<file path="config.mk">
export PLATFORM = sky130hd
export DESIGN_NAME = mux_arbiter_flat
export DESIGN_NICKNAME = d
export VERILOG_FILES = /design/src/rtl/mux_arbiter_if.sv /design/src/rtl/mux_arbiter.sv /design/src/flat_wrapper.sv
export SDC_FILE = /design/constraint.sdc
export NUM_CORES = 1
export LEC_CHECK = 0
export CAP_MARGIN = 20
export CORE_UTILIZATION = 52
export CTS_CLUSTER_SIZE = 10
export DETAILED_ROUTE_END_ITERATION = 8
export PLACE_DENSITY = 0.88
export SYNTH_ARGS = -nofsm -noshare
export SYNTH_HDL_FRONTEND = slang
export SYNTH_SLANG_ARGS = --single-unit
</file>
<file path="constraint.sdc">
create_clock -name clk -period 2.2 [get_ports clk]
set_input_delay 0.44 -clock clk [delete_from_list [all_inputs] [get_ports clk]]
set_output_delay 0.44 -clock clk [all_outputs]
set_load 0.02 [all_outputs]
</file>
<file path="src/rtl/mux_arbiter_if.sv">
// Handshake bundle between the requester units and the shared-mux arbiter.
// The arbiter side connects through the master modport, requesters through slave.
interface mux_arbiter_if #(
    parameter int NUM_REQ   = 4,
    parameter int SEL_LINES = 2
);
    logic [NUM_REQ-1:0]   req;
    logic [NUM_REQ-1:0]   grant;
    logic [SEL_LINES-1:0] sel;
    logic                 busy;
    logic                 expired;

    // Arbiter: samples requests, drives grant/select/status.
    modport master (
        input  req,
        output grant,
        output sel,
        output busy,
        output expired
    );

    // Requester side: raises requests, observes grant/select/status.
    modport slave (
        output req,
        input  grant,
        input  sel,
        input  busy,
        input  expired
    );
endinterface

</file>
<file path="src/rtl/mux_arbiter.sv">
// Round-robin arbiter for a shared 4-way datapath mux.
// One owner at a time, one mandatory idle (turnaround) cycle between tenures,
// and an optional cap on tenure length so a single requester cannot starve
// the others. All outputs are registered.
module mux_arbiter #(
    parameter int NUM_REQ   = 4,
    parameter int SEL_LINES = 2,
    parameter int MAX_HOLD  = 8,
    parameter int CNT_W     = 8
) (
    input  logic          clk,
    input  logic          rst_n,
    mux_arbiter_if.master bus
);

    typedef enum logic [0:0] {
        ST_IDLE  = 1'b0,
        ST_GRANT = 1'b1
    } state_e;

    // Tenure limit bookkeeping; a zero limit means tenures are unbounded.
    localparam bit                   HOLD_LIMITED = (MAX_HOLD != 0);
    localparam logic [CNT_W-1:0]     LIMIT_M1     = (MAX_HOLD == 0) ? {CNT_W{1'b0}}
                                                                    : CNT_W'(MAX_HOLD - 1);
    localparam logic [CNT_W-1:0]     CNT_MAX      = {CNT_W{1'b1}};
    // Pointer starts at the last requester so requester 0 wins first.
    localparam logic [SEL_LINES-1:0] PTR_RST      = SEL_LINES'(NUM_REQ - 1);

    state_e               state_q, state_d;
    logic [NUM_REQ-1:0]   grant_q, grant_d;
    logic [SEL_LINES-1:0] sel_q,   sel_d;
    logic                 busy_q,  busy_d;
    logic                 expired_q, expired_d;
    logic [CNT_W-1:0]     cnt_q,   cnt_d;
    logic [SEL_LINES-1:0] ptr_q,   ptr_d;

    logic [SEL_LINES:0]   pick_s;
    logic                 owner_req_s;

    // Round-robin search: first set request scanning ptr+1 .. ptr (mod NUM_REQ).
    // Returns {found, index}. Scanning from the lowest priority upward lets the
    // last hit (the highest priority one) win.
    function automatic logic [SEL_LINES:0] rr_pick(input logic [NUM_REQ-1:0]   r,
                                                   input logic [SEL_LINES-1:0] p);
        logic [SEL_LINES:0]   res;
        logic [SEL_LINES-1:0] idx;
        res = {(SEL_LINES + 1){1'b0}};
        for (int k = NUM_REQ; k >= 1; k--) begin
            idx = SEL_LINES'((int'(p) + k) % NUM_REQ);
            if (r[idx]) begin
                res = {1'b1, idx};
            end
        end
        return res;
    endfunction

    // Index to one-hot grant vector.
    function automatic logic [NUM_REQ-1:0] onehot(input logic [SEL_LINES-1:0] i);
        logic [NUM_REQ-1:0] v;
        v    = {NUM_REQ{1'b0}};
        v[i] = 1'b1;
        return v;
    endfunction

    assign pick_s      = rr_pick(bus.req, ptr_q);
    assign owner_req_s = bus.req[sel_q];

    // Next-state and registered-output logic for the IDLE/GRANT arbiter.
    always_comb begin
        state_d   = state_q;
        grant_d   = grant_q;
        sel_d     = sel_q;
        busy_d    = busy_q;
        expired_d = 1'b0;
        cnt_d     = cnt_q;
        ptr_d     = ptr_q;

        case (state_q)
            ST_IDLE: begin
                if (pick_s[SEL_LINES]) begin
                    state_d = ST_GRANT;
                    grant_d = onehot(pick_s[SEL_LINES-1:0]);
                    sel_d   = pick_s[SEL_LINES-1:0];
                    busy_d  = 1'b1;
                    cnt_d   = {CNT_W{1'b0}};
                end else begin
                    // Nobody asking: stay parked, select keeps the last owner.
                    grant_d = {NUM_REQ{1'b0}};
                    busy_d  = 1'b0;
                end
            end

            ST_GRANT: begin
                if (!owner_req_s) begin
                    // Voluntary release wins even when the limit is reached.
                    state_d = ST_IDLE;
                    grant_d = {NUM_REQ{1'b0}};
                    busy_d  = 1'b0;
                    cnt_d   = {CNT_W{1'b0}};
                    ptr_d   = sel_q;
                end else if (HOLD_LIMITED && (cnt_q == LIMIT_M1)) begin
                    // Tenure cap reached: preempt and flag it for one cycle.
                    state_d   = ST_IDLE;
                    grant_d   = {NUM_REQ{1'b0}};
                    busy_d    = 1'b0;
                    cnt_d     = {CNT_W{1'b0}};
                    ptr_d     = sel_q;
                    expired_d = 1'b1;
                end else begin
                    // Owner keeps the mux; count saturates so unlimited mode never wraps.
                    if (cnt_q != CNT_MAX) begin
                        cnt_d = cnt_q + CNT_W'(1);
                    end else begin
                        cnt_d = cnt_q;
                    end
                end
            end

            default: begin
                state_d = ST_IDLE;
                grant_d = {NUM_REQ{1'b0}};
                busy_d  = 1'b0;
                cnt_d   = {CNT_W{1'b0}};
            end
        endcase
    end

    // State and output registers with asynchronous clear.
    always_ff @(posedge clk or negedge rst_n) begin
        if (!rst_n) begin
            state_q   <= ST_IDLE;
            grant_q   <= {NUM_REQ{1'b0}};
            sel_q     <= {SEL_LINES{1'b0}};
            busy_q    <= 1'b0;
            expired_q <= 1'b0;
            cnt_q     <= {CNT_W{1'b0}};
            ptr_q     <= PTR_RST;
        end else begin
            state_q   <= state_d;
            grant_q   <= grant_d;
            sel_q     <= sel_d;
            busy_q    <= busy_d;
            expired_q <= expired_d;
            cnt_q     <= cnt_d;
            ptr_q     <= ptr_d;
        end
    end

    assign bus.grant   = grant_q;
    assign bus.sel     = sel_q;
    assign bus.busy    = busy_q;
    assign bus.expired = expired_q;

endmodule

</file>
<file path="src/flat_wrapper.sv">
// flat-port wrapper written by rule: the top's interface ports become plain ports
module mux_arbiter_flat 
#(
    parameter int NUM_REQ   = 4,
    parameter int SEL_LINES = 2,
    parameter int MAX_HOLD  = 8,
    parameter int CNT_W     = 8
)
  (clk, rst_n, bus_req, bus_grant, bus_sel, bus_busy, bus_expired);
  mux_arbiter_if #(.NUM_REQ(NUM_REQ), .SEL_LINES(SEL_LINES)) bus_i ();
  input  logic clk;
  input  logic rst_n;
  input wire logic [$bits(bus_i.req)-1:0] bus_req;
  output wire logic [$bits(bus_i.grant)-1:0] bus_grant;
  output wire logic [$bits(bus_i.sel)-1:0] bus_sel;
  output wire logic [$bits(bus_i.busy)-1:0] bus_busy;
  output wire logic [$bits(bus_i.expired)-1:0] bus_expired;
  assign bus_i.req = bus_req;
  assign bus_grant = bus_i.grant;
  assign bus_sel = bus_i.sel;
  assign bus_busy = bus_i.busy;
  assign bus_expired = bus_i.expired;
  mux_arbiter #(.NUM_REQ(NUM_REQ), .SEL_LINES(SEL_LINES), .MAX_HOLD(MAX_HOLD), .CNT_W(CNT_W)) u_core (.clk(clk), .rst_n(rst_n), .bus(bus_i));
endmodule
</file>
## Word level (Yosys, flattened, before mapping)

Cells that the tools add are included.

- Register bits: 19
- Latch bits: 0
- Bits in writable memories: 0
- Bits in read-only memories: 0
- Bits of input ports: 6
- Word-level logic and storage cells: 67
- Memories kept: 0

- Add/sub/neg operators: 5
- Multipliers: 0
- Div/mod/pow operators: 0
- $lt $le $gt $ge: 7
- Equal/unequal tests: 6
- Shift operators: 0
- Mux-type cells: 37
- Bitwise logic cells: 1
- Reductions and logical operators: 4

Operator list:

| operator | number |
|---|---|
| 8-bit two-way mux | 4 |
| 2-bit by 3-bit less-than comparator with 1-bit output, second input constant | 6 |
| 8-bit one-hot mux with 2 select lines | 1 |
| 1-bit two-way mux | 14 |
| 3-bit two-way mux | 4 |
| 4-bit two-way mux | 3 |
| 1-bit binary-select mux with 2-bit select | 5 |
| 8-bit by 1-bit adder with 8-bit output, second input constant | 1 |
| 8-bit by 3-bit == test with 1-bit output, second input constant | 1 |
| 8-bit != test, second input constant | 1 |
| 4-bit one-hot mux with 2 select lines | 1 |
| 2-bit AND reduction | 3 |
| 2-bit by 1-bit adder with 2-bit output, second input constant | 2 |
| 2-bit adder, second input constant | 2 |
| 2-bit two-way mux | 2 |
| 4-bit != test, second input constant | 1 |
| 1-bit one-hot mux with 2 select lines | 2 |
| 3-bit != test, second input constant | 1 |
| 1-bit demux with 2-bit select | 1 |
| 2-bit by 1-bit greater-or-equal comparator with 1-bit output, second input constant | 1 |
| 2-bit by 1-bit != test with 1-bit output, second input constant | 1 |
| 2-bit != test, second input constant | 1 |
| 1-bit logical AND | 1 |
| 1-bit inverter | 1 |

## Logic depth before layout (Yosys ltp)

Gate-level depths: netlist (run 1).

- Word-level depth: 13
- Mapped depth: 5

## Worst setup path after synthesis (run 1)

OpenSTA, ideal clock, no wires.

- Path type: reg2reg
- From: reg u_core.sel_q[1] (netlist: u_core.bus.sel[1])
- To: reg u_core.cnt_q[7]
- Library setup time: 0.126 ns
- Arrival time: 1.709 ns
- Required time: 2.074 ns
- Setup slack: 0.365 ns
- Stages on the path, launching flop included: 5
- Clock period less this slack: 1.835 ns
- Path through: dfrtp_1 mux4_2 nand2_1 nor2_1 a221o_1

- Longest elaborated chain between the ends: 4
- Elaborated cells on any way between the ends: 6
- Classes of those cells: eq/ne (1); mux (4); reduce/logical (1)

Ends and longest elaborated chain:

| item | RTL line | text |
|---|---|---|
| start, declared | mux_arbiter.sv:31 | `logic [SEL_LINES-1:0] sel_q, sel_d;` |
| start signal, assigned | mux_arbiter.sv:133 | `sel_q <= {SEL_LINES{1'b0}};` |
| start signal, assigned | mux_arbiter.sv:141 | `sel_q <= sel_d;` |
| 1-bit binary-select mux with 2-bit select * | mux_arbiter.sv:66 | `assign owner_req_s = bus.req[sel_q];` |
| 1-bit two-way mux (implied by the code) * | mux_arbiter.sv:66 |  |
| 4-bit != test (no line) or 8-bit two-way mux (tied branches) | n/a |  |
| 2-bit AND reduction (no line) or 8-bit one-hot mux with 2 select lines (tied branches) | n/a |  |
| end signal, assigned | mux_arbiter.sv:136 | `cnt_q <= {CNT_W{1'b0}};` |
| end signal, assigned | mux_arbiter.sv:144 | `cnt_q <= cnt_d;` |
| end, declared | mux_arbiter.sv:34 | `logic [CNT_W-1:0] cnt_q, cnt_d;` |

Mark *: on every way between the ends. The rest lies on a longest branch, timed or not. The select of a mux whose other input is x is not followed.
A chain may end at the register's enable or synchronous reset.

## Worst setup path after layout (run 1)

- From: in bus_req[1]
- To: reg u_core.cnt_q[1]

- Longest elaborated chain between the ends: 8
- Elaborated cells on any way between the ends: 19
- Classes of those cells: eq/ne (2); mux (16); reduce/logical (1)

Ends and longest elaborated chain:

| item | RTL line | text |
|---|---|---|
| start, declared | flat_wrapper.sv:13 | `input wire logic [$bits(bus_i.req)-1:0] bus_req;` |
| 1-bit binary-select mux with 2-bit select | mux_arbiter.sv:50 | `if (r[idx]) begin` |
| 1-bit two-way mux (implied by the code) | mux_arbiter.sv:50 |  |
| 3-bit two-way mux (4 in a row) | mux_arbiter.sv:50 |  |
| 2-bit by 1-bit != test with 1-bit output (no line) | n/a |  |
| 2-bit AND reduction (no line) | n/a |  |

Parallel ways exist; a longest one is shown, timed or not. The select of a mux whose other input is x is not followed.

==> reports/metrics.csv, run 1 <==
stage;metric;value;unit
outcome;outcome;complete, no violations;
logic_synthesis;synthesized instance count;91;
power;worst IR drop on VDD;0.894;mV
placement;placed wire-length estimate;1720;µm
logic_synthesis;EDFF count, synth;0;
logic_synthesis;syn nets;98;
cts;CTS resizes;0;
drt;Vias per Instance;6.00;
die;Row Count;15;
cts;# hold bufs at CTS;0;
critical_path;slowest cell on the critical path;mux4_2;
flow_run;max-cap viol count;0;
placement;Routability Congestion;0.884;
critical_path;biggest cell delay along the critical path;0.54;ns
placement;count of input and output buffers;13;
power;sw power;536;µW
die;die width;45.8;µm
power;pwr dens;1120;nW/µm²
logic_synthesis;synth top area cells;dfrtp_1 43%, dfstp_2 5.3%, mux2_2 4.5%, nor4_1 3.1%, nand2_1 2.6%;
power;P_int;851;µW
sta;period utilization;0.901;
sta;Slew Limit Fails;0;
final_layout;Multi-input gate area;515;µm²
power;Combinational Power Share;0.456;
final_layout;# diodes;0;
logic_synthesis;syn_area_per_cell;11.0;µm²
drt;Post-route DRC;0;
grt;GRT Util Overall;0.238;
critical_path;Crit. End Element;flop;
cts;worst-skew pair later-pin latency;0.31;ns
placement;dpl ws;-0.0945;ns
die;I/O pin count;14;
final_layout;fin cells;140;
power;cell leakage power;0.566;nW
final_layout;Final nets;123;
placement;placed insts;136;
sta;Slew HR;0.585;
grt;largest net degree at the start of global routing;15;
cts;clk sinks;19;
cts;CTS clk-pin slew, worst paths;0.12;ns
sta;Final Hold Viols;0;
critical_path;cell family with most CP delay;multiplexers;
logic_synthesis;post-synthesis sequential area ratio;0.479;
final_layout;most frequent cells in the layout;17 x dfrtp_1, 13 x clkdlybuf4s50_1, 7 x nand2_1, 7 x buf_4;
final_layout;Layout fillers;152;
grt;grt ovf;0;
grt;initial antenna violation count;0;
logic_synthesis;synthesized area;997;µm²
sta;Finish-stage setup viols;0;
critical_path;buffers plus inverters on the worst setup path;1;
grt;first-pass GRT wire length;3480;µm
logic_synthesis;Yosys top cell area share;0.427;
logic_synthesis;dominant cell type by area after synthesis;dfrtp_1;
cts;CTS buffer count;3;
drt;final wirelength;2220;µm
die;Initial Utilization;0.565;
power;PnR Total Power;1.39;mW
sta;final worst setup slack;0.219;ns
placement;Post-DP Area;1210;µm²
sta;Final Skew;0.0168;ns
min_path;Hold Crit Class;input pin to asynchronous set/reset pin;
sta;Max Freq;0.505;GHz
final_layout;post-route cell area;1240;µm²
critical_path;crit path DAT;2.17;ns
sta;Worst Hold Slack;0.497;ns
cts;Root Driver;clkbuf_4;
die;die area;2100;µm²
logic_synthesis;Yosys warnings;0;
die;Die Ht;45.8;µm
critical_path;WP data required;2.39;ns
final_layout;flip-flop and latch area;478;µm²
drt;final antenna-violating net count;0;
logic_synthesis;Yosys cell types;38;
sta;min cycle time layout;1.98;ns
power;Sw Ratio;0.386;
power;Seq pwr share;0.412;
critical_path;critical path peak fanout;5;
critical_path;CP startpoint kind;input pin;
drt;drt pass-1 iters;4;
power;clock share of power;0.132;
final_layout;layout cells sized above 1;0.226;
drt;DR vias;840;
logic_synthesis;ys async rst share;1.00;
cts;Max Root-Sink Buffers;2;
grt;number of global-route vias before repair;747;
cts;CTS tree;built;
critical_path;worst setup path class;input pin to flop;
critical_path;CP cell instances;clkdlybuf4s50_1 -> mux4_2 -> and2_1 -> and3_1 -> mux2_2;
cts;post-CTS setup buffers;0;
logic_synthesis;Post-synth top flop;dfrtp_1;
die;core area;1760;µm²
final_layout;commonest non-fill, non-tap cell in the layout;dfrtp_1;
cts;H-tree levels;1;
sta;worst slew pin tran;0.620;ns
drt;DR WL/cell;15.8;µm
final_layout;P&R area growth vs syn;24.2;%
logic_synthesis;synthesized flop and latch total;19;
drt;drt initial violations;42;
sta;RSZ-0062 raised after global routing;false;
-- final timing paths --
kind                                                  start                           to  slack (ns)  cells past startpoint
worst max register to register  u_core.cnt_q[4]$_DFFE_PN0P_  u_core.cnt_q[1]$_DFFE_PN0P_        0.24                      4
worst min register to register  u_core.bus.busy$_DFFE_PN0P_  u_core.bus.busy$_DFFE_PN0P_        0.51                      1
worst max-delay path                             bus_req[1]  u_core.cnt_q[1]$_DFFE_PN0P_        0.22                      5
min in group clk                u_core.bus.busy$_DFFE_PN0P_  u_core.bus.busy$_DFFE_PN0P_        0.51                      1
worst min-delay path                                  rst_n  u_core.cnt_q[2]$_DFFE_PN0P_        0.50                      1
max in group asynchronous                             rst_n  u_core.cnt_q[0]$_DFFE_PN0P_        1.16                      2
-- power groups by stage --
stage | combinational (mW) | sequential [mW] | clock [mW]
floorplan | 0.287 | 0.628 | 0
global placement | 0.604 | 0.568 | 0
detailed placement | 0.628 | 0.577 | 0
CTS | 0.634 | 0.570 | 0.181
global route | 0.678 | 0.585 | 0.195
finish | 0.632 | 0.572 | 0.183
-- cell type report --
cell class | instances | share of cell area
Sequential cell | 19 | 0.386
Inverter | 1 | 0.00303
Clock buffer | 3 | 0.0182
Tap cell | 25 | 0.0253
Multi-Input combinational cell | 71 | 0.416
Timing Repair Buffer | 20 | 0.147
Clock inverter | 1 | 0.00404
-- per-layer routing --
metal | vias to the layer above | share of wire | GRT usage
met5 | - | 0 | 0
met4 | 0 | 0.0032 | 0.0353
met3 | 2 | 0.072 | 0.0794
met2 | 33 | 0.46 | 0.360
met1 | 399 | 0.46 | 0.341
li1 | 406 | - | -
-- metrics by stage --
stage                     setup TNS [ns]   util
final                                  0  0.702
after global routing                   0  0.702
after CTS                              0  0.702
after detailed placement          -0.395  0.687
after global placement            -0.105  0.687
after floorplan                        0      -
-- kinds of logic (layout without fill, tap and decap cells) --
group,Yosys count,in the layout,synth area share
flip-flops,19,19,0.479
adder cells (fa/ha/maj),1,1,0.0125
buffers and inverters,1,25,0.00376
AO/OA/AOI/OAI,22,22,0.172
AND/OR/NAND/NOR,42,42,0.255
multiplexers,6,6,0.0778
-- state kept, by name, indices dropped and copies added, names as in the netlist --
| signal | cells |
|---|---|
| u_core.bus.busy | 1 |
| u_core.cnt_q | 8 |
| u_core.bus.expired | 1 |
| u_core.ptr_q | 2 |
| u_core.bus.grant | 4 |
| u_core.bus.sel | 2 |
| u_core.state_q | 1 |
-- cells in the mapped netlist, drive strengths merged, types with 2 or more instances --
cell / n
or3: 2
o21ai: 3
nor3b: 3
a22o: 2
nand2: 7
a21oi: 2
a21o: 3
nand2b: 2
dfrtp: 17
nor2b: 3
nor4: 5
mux2: 4
or2: 2
nor2: 5
dfstp: 2
and3: 4
nand3: 3
nor3: 3
a211o: 4
No activity file was read; power rests on OpenSTA's default activity.
==> inputs of run 2 (changes only) <==
--- a/config.mk
+++ b/config.mk
@@ -9,6 +9,7 @@
 export CORE_UTILIZATION = 52
 export CTS_CLUSTER_SIZE = 10
 export DETAILED_ROUTE_END_ITERATION = 8
+export GPL_TIMING_DRIVEN = 1
 export PLACE_DENSITY = 0.88
 export SYNTH_ARGS = -nofsm -noshare
 export SYNTH_HDL_FRONTEND = slang
==> results of run 2 <==
Final layout, timing and power as in run 1 (identical DEF).
==> inputs of run 3 (changes only) <==
--- a/config.mk
+++ b/config.mk
@@ -7,7 +7,6 @@
 export LEC_CHECK = 0
 export CAP_MARGIN = 20
 export CORE_UTILIZATION = 52
-export CTS_CLUSTER_SIZE = 10
 export DETAILED_ROUTE_END_ITERATION = 8
 export GPL_TIMING_DRIVEN = 1
 export PLACE_DENSITY = 0.88
==> results of run 3 <==
Final layout, timing and power as in run 1 (identical DEF).
